<file path="config.mk">
export PLATFORM = sky130hd
export DESIGN_NAME = matrix_job_scheduler
export DESIGN_NICKNAME = d
export VERILOG_FILES = /design/src/rtl/matrix_job_scheduler.sv
export SDC_FILE = /design/constraint.sdc
export NUM_CORES = 1
export LEC_CHECK = 0
export CAP_MARGIN = 20
export CORE_ASPECT_RATIO = 1.2
export CORE_MARGIN = 2
export CORE_UTILIZATION = 35
export CTS_BUF_LIST = sky130_fd_sc_hd__clkbuf_8 sky130_fd_sc_hd__clkbuf_16
export DETAILED_ROUTE_END_ITERATION = 7
export GPL_TIMING_DRIVEN = 1
export PLACE_DENSITY = 0.54
export RECOVER_POWER = 50
export SYNTH_ARGS = -nofsm -noshare
export SYNTH_HDL_FRONTEND = slang
export SYNTH_SLANG_ARGS = --single-unit
export TNS_END_PERCENT = 1
</file>
<file path="constraint.sdc">
create_clock -name clk -period 4.7 [get_ports clk]
set_input_delay 0.94 -clock clk [delete_from_list [all_inputs] [get_ports clk]]
set_output_delay 0.94 -clock clk [all_outputs]
set_load 0.05 [all_outputs]
</file>
<file path="src/rtl/matrix_job_scheduler.sv">
// Matrix job scheduler: queues CPU job descriptors and runs each job on
// the accelerator register port.
// Ports: clk, reset_n; wb_* CPU Wishbone slave; m_* accelerator
// Wishbone master; irq_o = done_pending | err.
module matrix_job_scheduler #(
  parameter int QUEUE_DEPTH  = 4,
  parameter int POLL_TIMEOUT = 65535
) (
  input  logic        clk,
  input  logic        reset_n,
  input  logic [31:0] wb_adr_i,
  input  logic [31:0] wb_dat_i,
  output logic [31:0] wb_dat_o,
  input  logic        wb_we_i,
  input  logic        wb_stb_i,
  output logic        wb_ack_o,
  output logic [31:0] m_adr_o,
  output logic [31:0] m_dat_o,
  input  logic [31:0] m_dat_i,
  output logic        m_we_o,
  output logic        m_stb_o,
  input  logic        m_ack_i,
  output logic        irq_o
);

  localparam int QW = $clog2(QUEUE_DEPTH);
  localparam int CW = QW + 1;
  localparam logic [31:0] TMO = 32'(POLL_TIMEOUT);

  localparam logic [2:0] S_IDLE   = 3'd0;
  localparam logic [2:0] S_CFG    = 3'd1;
  localparam logic [2:0] S_START  = 3'd2;
  localparam logic [2:0] S_PDONE  = 3'd3;
  localparam logic [2:0] S_STOP   = 3'd4;
  localparam logic [2:0] S_PIDLE  = 3'd5;
  localparam logic [2:0] S_RETIRE = 3'd6;
  localparam logic [2:0] S_ABORT  = 3'd7;

  typedef struct packed {
    logic [31:0] a;
    logic [31:0] b;
    logic [31:0] c;
    logic [15:0] rows;
    logic [15:0] acols;
    logic [15:0] cols;
  } job_t;

  job_t          q_mem [QUEUE_DEPTH];
  job_t          stage_q;
  job_t          head;
  logic [QW-1:0] head_q, tail_q;
  logic [CW-1:0] cnt_q;
  logic [31:0]   done_cnt_q, rdat_q;
  logic          ack_q, done_q, err_q, ovf_q;

  logic [2:0]  state_q, state_d;
  logic [2:0]  step_q, step_d;
  logic [31:0] tmo_q, tmo_d;
  logic        m_stb_q, m_stb_d;
  logic        m_we_q, m_we_d;
  logic [31:0] m_adr_q, m_adr_d;
  logic [31:0] m_dat_q, m_dat_d;

  logic        pop, retire, tmo_hit;
  logic        acc_we;
  logic [31:0] acc_adr, acc_dat;
  logic        is_poll;

  logic [4:0]  adr;
  logic        cpu_req, cpu_wr, cpu_rd;
  logic        cmd_wr, push_req, push_ok;
  logic        empty, full, busy;
  logic [7:0]  cnt8;
  logic [31:0] status, rmux;
  logic        unused_adr;

  assign unused_adr = ^wb_adr_i[31:5];
  assign adr      = wb_adr_i[4:0];
  assign cpu_req  = wb_stb_i && !ack_q;
  assign cpu_wr   = cpu_req && wb_we_i;
  assign cpu_rd   = cpu_req && !wb_we_i;
  assign cmd_wr   = cpu_wr && (adr == 5'h14);
  assign push_req = cmd_wr && wb_dat_i[0];

  assign empty   = (cnt_q == '0);
  assign full    = (cnt_q == CW'(QUEUE_DEPTH));
  assign busy    = (state_q != S_IDLE);
  assign push_ok = push_req && !full;
  assign head    = q_mem[head_q];
  assign cnt8    = 8'(cnt_q);

  assign status = {16'd0, cnt8, 2'b00,
                   ovf_q, err_q, done_q,
                   full, empty, busy};

  always_comb begin
    rmux = 32'hDEADBEEF;
    case (adr)
      5'h00: rmux = stage_q.a;
      5'h04: rmux = stage_q.b;
      5'h08: rmux = stage_q.c;
      5'h0C: rmux = {stage_q.acols, stage_q.rows};
      5'h10: rmux = {16'd0, stage_q.cols};
      5'h18: rmux = status;
      5'h1C: rmux = done_cnt_q;
      default: ;
    endcase
  end

  assign is_poll = (state_q == S_PDONE) ||
                   (state_q == S_PIDLE);

  always_comb begin
    acc_we  = 1'b1;
    acc_adr = 32'h0;
    acc_dat = 32'h0;
    case (state_q)
      S_CFG: begin
        case (step_q)
          3'd0: begin
            acc_adr = 32'h04;
            acc_dat = head.a;
          end
          3'd1: begin
            acc_adr = 32'h08;
            acc_dat = head.b;
          end
          3'd2: begin
            acc_adr = 32'h0C;
            acc_dat = head.c;
          end
          3'd3: begin
            acc_adr = 32'h10;
            acc_dat = {16'd0, head.rows};
          end
          3'd4: begin
            acc_adr = 32'h12;
            acc_dat = {16'd0, head.acols};
          end
          default: begin
            acc_adr = 32'h14;
            acc_dat = {16'd0, head.cols};
          end
        endcase
      end
      S_START: acc_dat = 32'd1;
      S_PDONE, S_PIDLE: begin
        acc_we  = 1'b0;
        acc_adr = 32'h16;
      end
      default: ;
    endcase
  end

  // The strobe drops on the ack edge and the next access launches one
  // cycle later, so every access is followed by one idle cycle. A poll
  // timeout is only taken between accesses so no access is cut short.
  always_comb begin
    state_d = state_q;
    step_d  = step_q;
    tmo_d   = tmo_q;
    m_stb_d = m_stb_q;
    m_we_d  = m_we_q;
    m_adr_d = m_adr_q;
    m_dat_d = m_dat_q;
    pop     = 1'b0;
    retire  = 1'b0;
    tmo_hit = 1'b0;
    if (is_poll) tmo_d = tmo_q + 32'd1;
    unique case (state_q)
      S_IDLE: begin
        if (!empty) begin
          state_d = S_CFG;
          step_d  = 3'd0;
        end
      end
      S_RETIRE: begin
        pop     = 1'b1;
        retire  = 1'b1;
        state_d = S_IDLE;
      end
      default: begin
        if (m_stb_q) begin
          if (m_ack_i) begin
            m_stb_d = 1'b0;
            case (state_q)
              S_CFG: begin
                if (step_q == 3'd5) state_d = S_START;
                else step_d = step_q + 3'd1;
              end
              S_START: begin
                state_d = S_PDONE;
                tmo_d   = 32'd0;
              end
              S_PDONE: begin
                if (m_dat_i == 32'd2) state_d = S_STOP;
              end
              S_STOP: begin
                state_d = S_PIDLE;
                tmo_d   = 32'd0;
              end
              S_PIDLE: begin
                if (m_dat_i == 32'd0) state_d = S_RETIRE;
              end
              S_ABORT: begin
                pop     = 1'b1;
                state_d = S_IDLE;
              end
              default: ;
            endcase
          end
        end else if (is_poll && (tmo_q >= TMO)) begin
          tmo_hit = 1'b1;
          state_d = S_ABORT;
        end else begin
          m_stb_d = 1'b1;
          m_we_d  = acc_we;
          m_adr_d = acc_adr;
          m_dat_d = acc_dat;
        end
      end
    endcase
  end

  always_ff @(posedge clk or negedge reset_n) begin
    if (!reset_n) begin
      state_q <= S_IDLE;
      step_q  <= 3'd0;
      tmo_q   <= 32'd0;
      m_stb_q <= 1'b0;
      m_we_q  <= 1'b0;
      m_adr_q <= 32'h0;
      m_dat_q <= 32'h0;
    end else begin
      state_q <= state_d;
      step_q  <= step_d;
      tmo_q   <= tmo_d;
      m_stb_q <= m_stb_d;
      m_we_q  <= m_we_d;
      m_adr_q <= m_adr_d;
      m_dat_q <= m_dat_d;
    end
  end

  always_ff @(posedge clk or negedge reset_n) begin
    if (!reset_n) begin
      ack_q      <= 1'b0;
      rdat_q     <= 32'h0;
      stage_q    <= '0;
      done_cnt_q <= 32'h0;
      done_q     <= 1'b0;
      err_q      <= 1'b0;
      ovf_q      <= 1'b0;
      head_q     <= '0;
      tail_q     <= '0;
      cnt_q      <= '0;
      for (int i = 0; i < QUEUE_DEPTH; i++)
        q_mem[i] <= '0;
    end else begin
      ack_q <= cpu_req;
      if (cpu_rd) rdat_q <= rmux;
      if (cpu_wr) begin
        case (adr)
          5'h00: stage_q.a <= wb_dat_i;
          5'h04: stage_q.b <= wb_dat_i;
          5'h08: stage_q.c <= wb_dat_i;
          5'h0C: {stage_q.acols, stage_q.rows} <= wb_dat_i;
          5'h10: stage_q.cols <= wb_dat_i[15:0];
          default: ;
        endcase
      end
      if (push_ok) begin
        q_mem[tail_q] <= stage_q;
        tail_q        <= tail_q + 1'b1;
      end
      if (pop) head_q <= head_q + 1'b1;
      if (push_ok && !pop) cnt_q <= cnt_q + 1'b1;
      else if (!push_ok && pop) cnt_q <= cnt_q - 1'b1;
      if (retire) done_cnt_q <= done_cnt_q + 32'd1;
      // Hardware set events win over a CPU clear in the same cycle.
      if (cmd_wr && wb_dat_i[1]) begin
        done_q <= 1'b0;
        err_q  <= 1'b0;
      end
      if (retire) done_q <= 1'b1;
      if (tmo_hit) err_q <= 1'b1;
      if (cmd_wr && wb_dat_i[2]) ovf_q <= 1'b0;
      if (push_req && full) ovf_q <= 1'b1;
    end
  end

  assign wb_ack_o = ack_q;
  assign wb_dat_o = rdat_q;
  assign m_stb_o  = m_stb_q;
  assign m_we_o   = m_we_q;
  assign m_adr_o  = m_adr_q;
  assign m_dat_o  = m_dat_q;
  assign irq_o    = done_q | err_q;

endmodule

</file>
After elaboration in Yosys (flattened, before gate mapping)
Cells that the tools add are included.
Widths: inputs -> output; s select.
{"block": "classes", "muxes": 50, "magnitude_cmp": 4, "n_eq_ne": 28, "n_reduce_logical": 44, "n_bitwise": 7, "addsub": 7}
{"op": "$bwmux 576", "n": 1}
{"op": "$mux 144", "n": 3}
{"op": "$bmux 144 s2", "n": 1}
{"op": "$demux 144 s2", "n": 1}
{"op": "$pmux 32 s7", "n": 1}
{"op": "$mux 32", "n": 5}
{"op": "$pmux 32 s5", "n": 1}
{"op": "$add 32x1->32 const B", "n": 2}
{"op": "$pmux 32 s2", "n": 1}
{"op": "$mux 3", "n": 14}
{"op": "$eq 32x2->1 const B", "n": 1}
{"op": "$ge 32x16->1 const B", "n": 1}
{"op": "$logic_not 32->1", "n": 1}
{"op": "$pmux 5 s5", "n": 1}
{"op": "$eq 3x3->1 const B", "n": 7}
{"op": "$eq 5x5->1 const B", "n": 4}
{"op": "$pmux 3 s6", "n": 1}
{"op": "$mux 1", "n": 16}
{"op": "$reduce_bool 2->1", "n": 7}
{"op": "$logic_and 1x1->1", "n": 13}
{"op": "$eq 3x2->1 const B", "n": 4}
{"op": "$pmux 3 s2", "n": 2}
{"op": "$eq 5x4->1 const B", "n": 2}
{"op": "$ne 5x2->1 const B", "n": 2}
{"op": "28 further kinds", "n": 48}
{"block": "totals", "in_bits": 101, "output_inout_bits": 100, "reg_bits": 899}

Longest topological paths before layout
{"block": "depth", "ltp_word": 10, "mapped_depth": 11}

Worst setup path after synthesis
No wires, ideal clock.
{"block": "synth_timing", "path_kind": "input-to-reg", "from": "input wb_adr_i[1]", "to": "register cnt_q[2]", "arrival_time_ns": 2.847, "stages": 10, "required_time_ns": 4.621, "setup_ns": 0.079, "setup_slack_ns": 1.774, "n_path_buf": 1, "cell_sequence": "or3b_1 > nor3_4 > and3_1 > buf_6 > ha_1 > inv_1 > fa_1 > xor2_1 > nor2_1 > xor2_1"}
{"block": "synth_via", "elab_chain_cells": 7, "elab_cells_between_ends": 9, "cone_classes": "eq/ne: 1; mux: 1; reduce/logical: 7"}
{"element": "start: declaration", "line_no": "11", "rtl": "input logic [31:0] wb_adr_i,"}
{"element": "$eq 5x5->1 (*)", "line_no": "82", "rtl": "assign cmd_wr = cpu_wr && (adr == 5'h14);"}
{"element": "$logic_and 1x1->1 (*)", "line_no": "82"}
{"element": "$logic_and 1x1->1 (*)", "line_no": "83", "rtl": "assign push_req = cmd_wr && wb_dat_i[0];"}
{"element": "$logic_and 1x1->1 (*)", "line_no": "88", "rtl": "assign push_ok = push_req && !full;"}
{"element": "via push_ok", "line_no": "71", "rtl": "logic cmd_wr, push_req, push_ok;"}
{"element": "$logic_not 1->1", "line_no": "278", "rtl": "else if (!push_ok && pop) cnt_q <= cnt_q - 1'b1;"}
{"element": "$logic_and 1x1->1", "line_no": "278"}
{"element": "$reduce_bool 2->1 (no source line)"}
{"element": "end signal: assignment", "line_no": "277", "rtl": "if (push_ok && !pop) cnt_q <= cnt_q + 1'b1;"}
{"element": "end signal: assignment", "line_no": "278"}
{"element": "end: declaration", "line_no": "52", "rtl": "logic [CW-1:0] cnt_q;"}
Mark *: on every way through the listed nets, which the timed path passes. The rest lies on a longest branch.
A chain may end at the register's enable or synchronous reset.

Final worst setup path
{"block": "layout_timing", "from": "input wb_adr_i[2]", "to": "register cnt_q[2]"}
{"block": "layout_via", "elab_chain_cells": 7, "elab_cells_between_ends": 9, "cone_classes": "eq/ne: 1; mux: 1; reduce/logical: 7"}
{"element": "$eq 5x5->1 (*)", "line_no": "82"}
{"element": "$logic_and 1x1->1 (*)", "line_no": "82"}
{"element": "$logic_and 1x1->1 (*)", "line_no": "83"}
{"element": "$logic_and 1x1->1 (*)", "line_no": "88"}
{"element": "$logic_not 1->1", "line_no": "278"}
{"element": "$logic_and 1x1->1", "line_no": "278"}
{"element": "$reduce_bool 2->1 (no source line)"}
Mark *: on every way between the ends. The rest lies on a longest branch, timed or not.

==> impl_metrics.ini <==
[run_status]
status = finished with violations
violations = max-capacitance violations, max-slew violations

[clocking]
htreeDepth = 3
clockBufferDepth = 3
cts.clk_slew.worst_paths_ns = 0.06
insertion_delay_ns = 0.69
cts_tree = built
cts_buffers = 95
cts-root-buf = clkbuf_16
cts_setup_buffers = 0
cts.sinks = 871
cts_resized = 0
postCtsHoldBufs = 0

[yosys]
synthTopCellsByArea = dfrtp_1 (55%), mux2_2 (14%), mux2_4 (9.1%)
synth_cells = 2695
synthesis.area_mm2 = 0.03978
synth.yosys.seq_area_share_pct = 54.79
synth.top_cell.area_share_pct = 54.79
postSynthAreaPerCell_um2 = 14.76
ys_types = 56
yosysTopAreaCell = dfrtp_1
synth_top_flop_cell = dfrtp_1
ys_async_sr_fraction_pct = 100.0
yosysWarnings = 0
synth-edff-count = 0
ys_ff_latch = 871

[floorplanning]
initial_core_util_pct = 35.26
num_io_pins = 201
dieHeight_um = 373.3
coreArea_mm2 = 0.1128
die_x_um = 311.8
rows = 135
die_area_mm2 = 0.1164

[sta]
setup_viol = 0
fin_skew_ns = 0.03966
tightest_slew_ns = 2.892
grt_setup_unrepaired = no
period_minus_slack_ns = 3.632
maxSlewViolCount = 386
layout_setup_ws_ns = 1.068
slew_headroom_pct = -92.81
fmax_ghz = 0.2753
hold_viol = 0
tns_ns = 0
timing.final.crit_share_pct = 77.28

[route]
routed_via_density = 5.441
vias = 24040
ant_nets = 0
wire_per_inst_um = 26.03
drtIter0Drc = 1655
drc = 0
finalWirelength_um = 115000
dr.pass1.iters = 8

[grt]
grt_usage_pct = 19.72
antenna_found_initial = 5
grt-ovfl-total = 0
grt_first_pass_wirelength_um = 172700
grt_pass1_vias = 25920
grt_max_degree = 125

[power]
power_density_mw_per_mm2 = 447.6
p_leak_nw = 22.20
peakVddDrop_v = 0.0004032

[placement]
placement.cell_area_mm2 = 0.04315
routabilityCongestion = 0.7924
io_buffers = 145
pre_cts_ws_ns = 0.4873
dp_cells = 4247
place_hpwl_um = 72170

[layout]
layoutNonFillerInstCount = 4418
nets = 2951
layout_common_cells = dfrtp_1 (869), mux2_2 (482), mux2_4 (240)
design_area_mm2 = 0.04628
final_common_cell = dfrtp_1
syn2layout_area_growth_pct = 16.34
drive_above_1_share_pct = 38.21
utilization_pct = 41.02

[worst_setup_path]
reg2regPathDepth = 6
crit_path_max_fanout = 8
cp-end-kind = flip-flop
cp.required_ns = 5.30
worstPathArrival_ns = 4.24
critical_path_class = in2reg
cp-start-kind = input pin

[worst_hold_path]
holdCritPathClass = in2async

[run]
maxCapViolCount = 5
==> sequential cells by signal, indices dropped and copies added (netlist names), 4 cells and up <==
name,cells
done_cnt_q,32
tmo_q,32
stage_q,144
q_mem,576
wb_dat_o,32
m_dat_o,32
m_adr_o,4
==> cell usage after synthesis, drive strengths merged, types with 9 or more instances <==
master  instances
nor4           15
o31ai          26
ha             12
mux2          722
o21ai          41
xnor2          32
nand3          36
a31oi          28
nand2         146
nor3           14
nand4          23
clkbuf         61
or3            11
a221oi         15
mux4          144
a22o           25
a22oi          71
nor2           74
inv            18
buf           144
dfrtp         871
xor2           29
and3            9
a21oi          64
==> worst max-delay path: stages <==
cell and delay, ns:
dlygate4sd3_1 0.92, nand2b_1 0.40, nor3_4 0.44, and3_1 0.27, buf_12 0.18, ha_1 0.21
inv_1 0.06, fa_1 0.37, xor2_1 0.15, nor2_1 0.12, xor2_1 0.16
==> logic make-up after synthesis <==
family,share of synthesized area (%)
AND/OR/NAND/NOR,4.303
XOR/XNOR,1.343
other,0.009427
adder cells (fa/ha/maj),0.4529
AO/OA/AOI/OAI,5.127
buffers and inverters,3.120
flip-flops,54.79
multiplexers,30.85
==> power breakdown <==
| part | switching (mW) | leakage, nW | internal [mW] |
|---|---|---|---|
| clock | 3.11 | 1.67 | 4.58 |
| sequential | 0.830 | 11.9 | 7.96 |
| combinational | 2.80 | 8.61 | 1.43 |
==> metal layers <==
layer  track usage (%)  part of all wire (%)  vias up  wire length [µm]
li1                  -                     -    10210                 -
met1             26.56                    44    12970             50190
met2             31.92                    48      678             55030
met3             3.480                   5.3      181              6070
met4             7.112                   3.2        4              3671
met5                 0                 0.016        -                18
==> final cells by class <==
cell class                      instances  area (µm²)
Sequential cell                       871       21800
Fill cell                           10340       66550
Clock inverter                         53       525.5
Antenna cell                            1       2.502
Clock buffer                          117        2691
Inverter                               18       67.56
Timing Repair Buffer                  223        2321
Tap cell                             1507        1886
Multi-Input combinational cell       1628       16980
==> stage by stage <==
step	hold WS, ns	total power [mW]
floorplan	0.4451	11.27
global placement	0.4667	13.12
detailed placement	0.4677	13.23
CTS	0.2631	20.96
global route	0.2911	21.57
finish	0.2519	20.72
==> path summary, 6_finish.rpt <==
kind,from,end,slack [ns]
worst max register to register,state_q[1],m_dat_o[0],1.40
max in group asynchronous,reset_n,head_q[1],1.18
worst max-delay path,wb_adr_i[2],cnt_q[2],1.07
min in group clk,wb_dat_o[17],wb_dat_o[17],0.47
worst min register to register,wb_dat_o[17],wb_dat_o[17],0.47
worst min-delay path,reset_n,q_mem[236],0.25
Power figures use the tool's default switching activity.
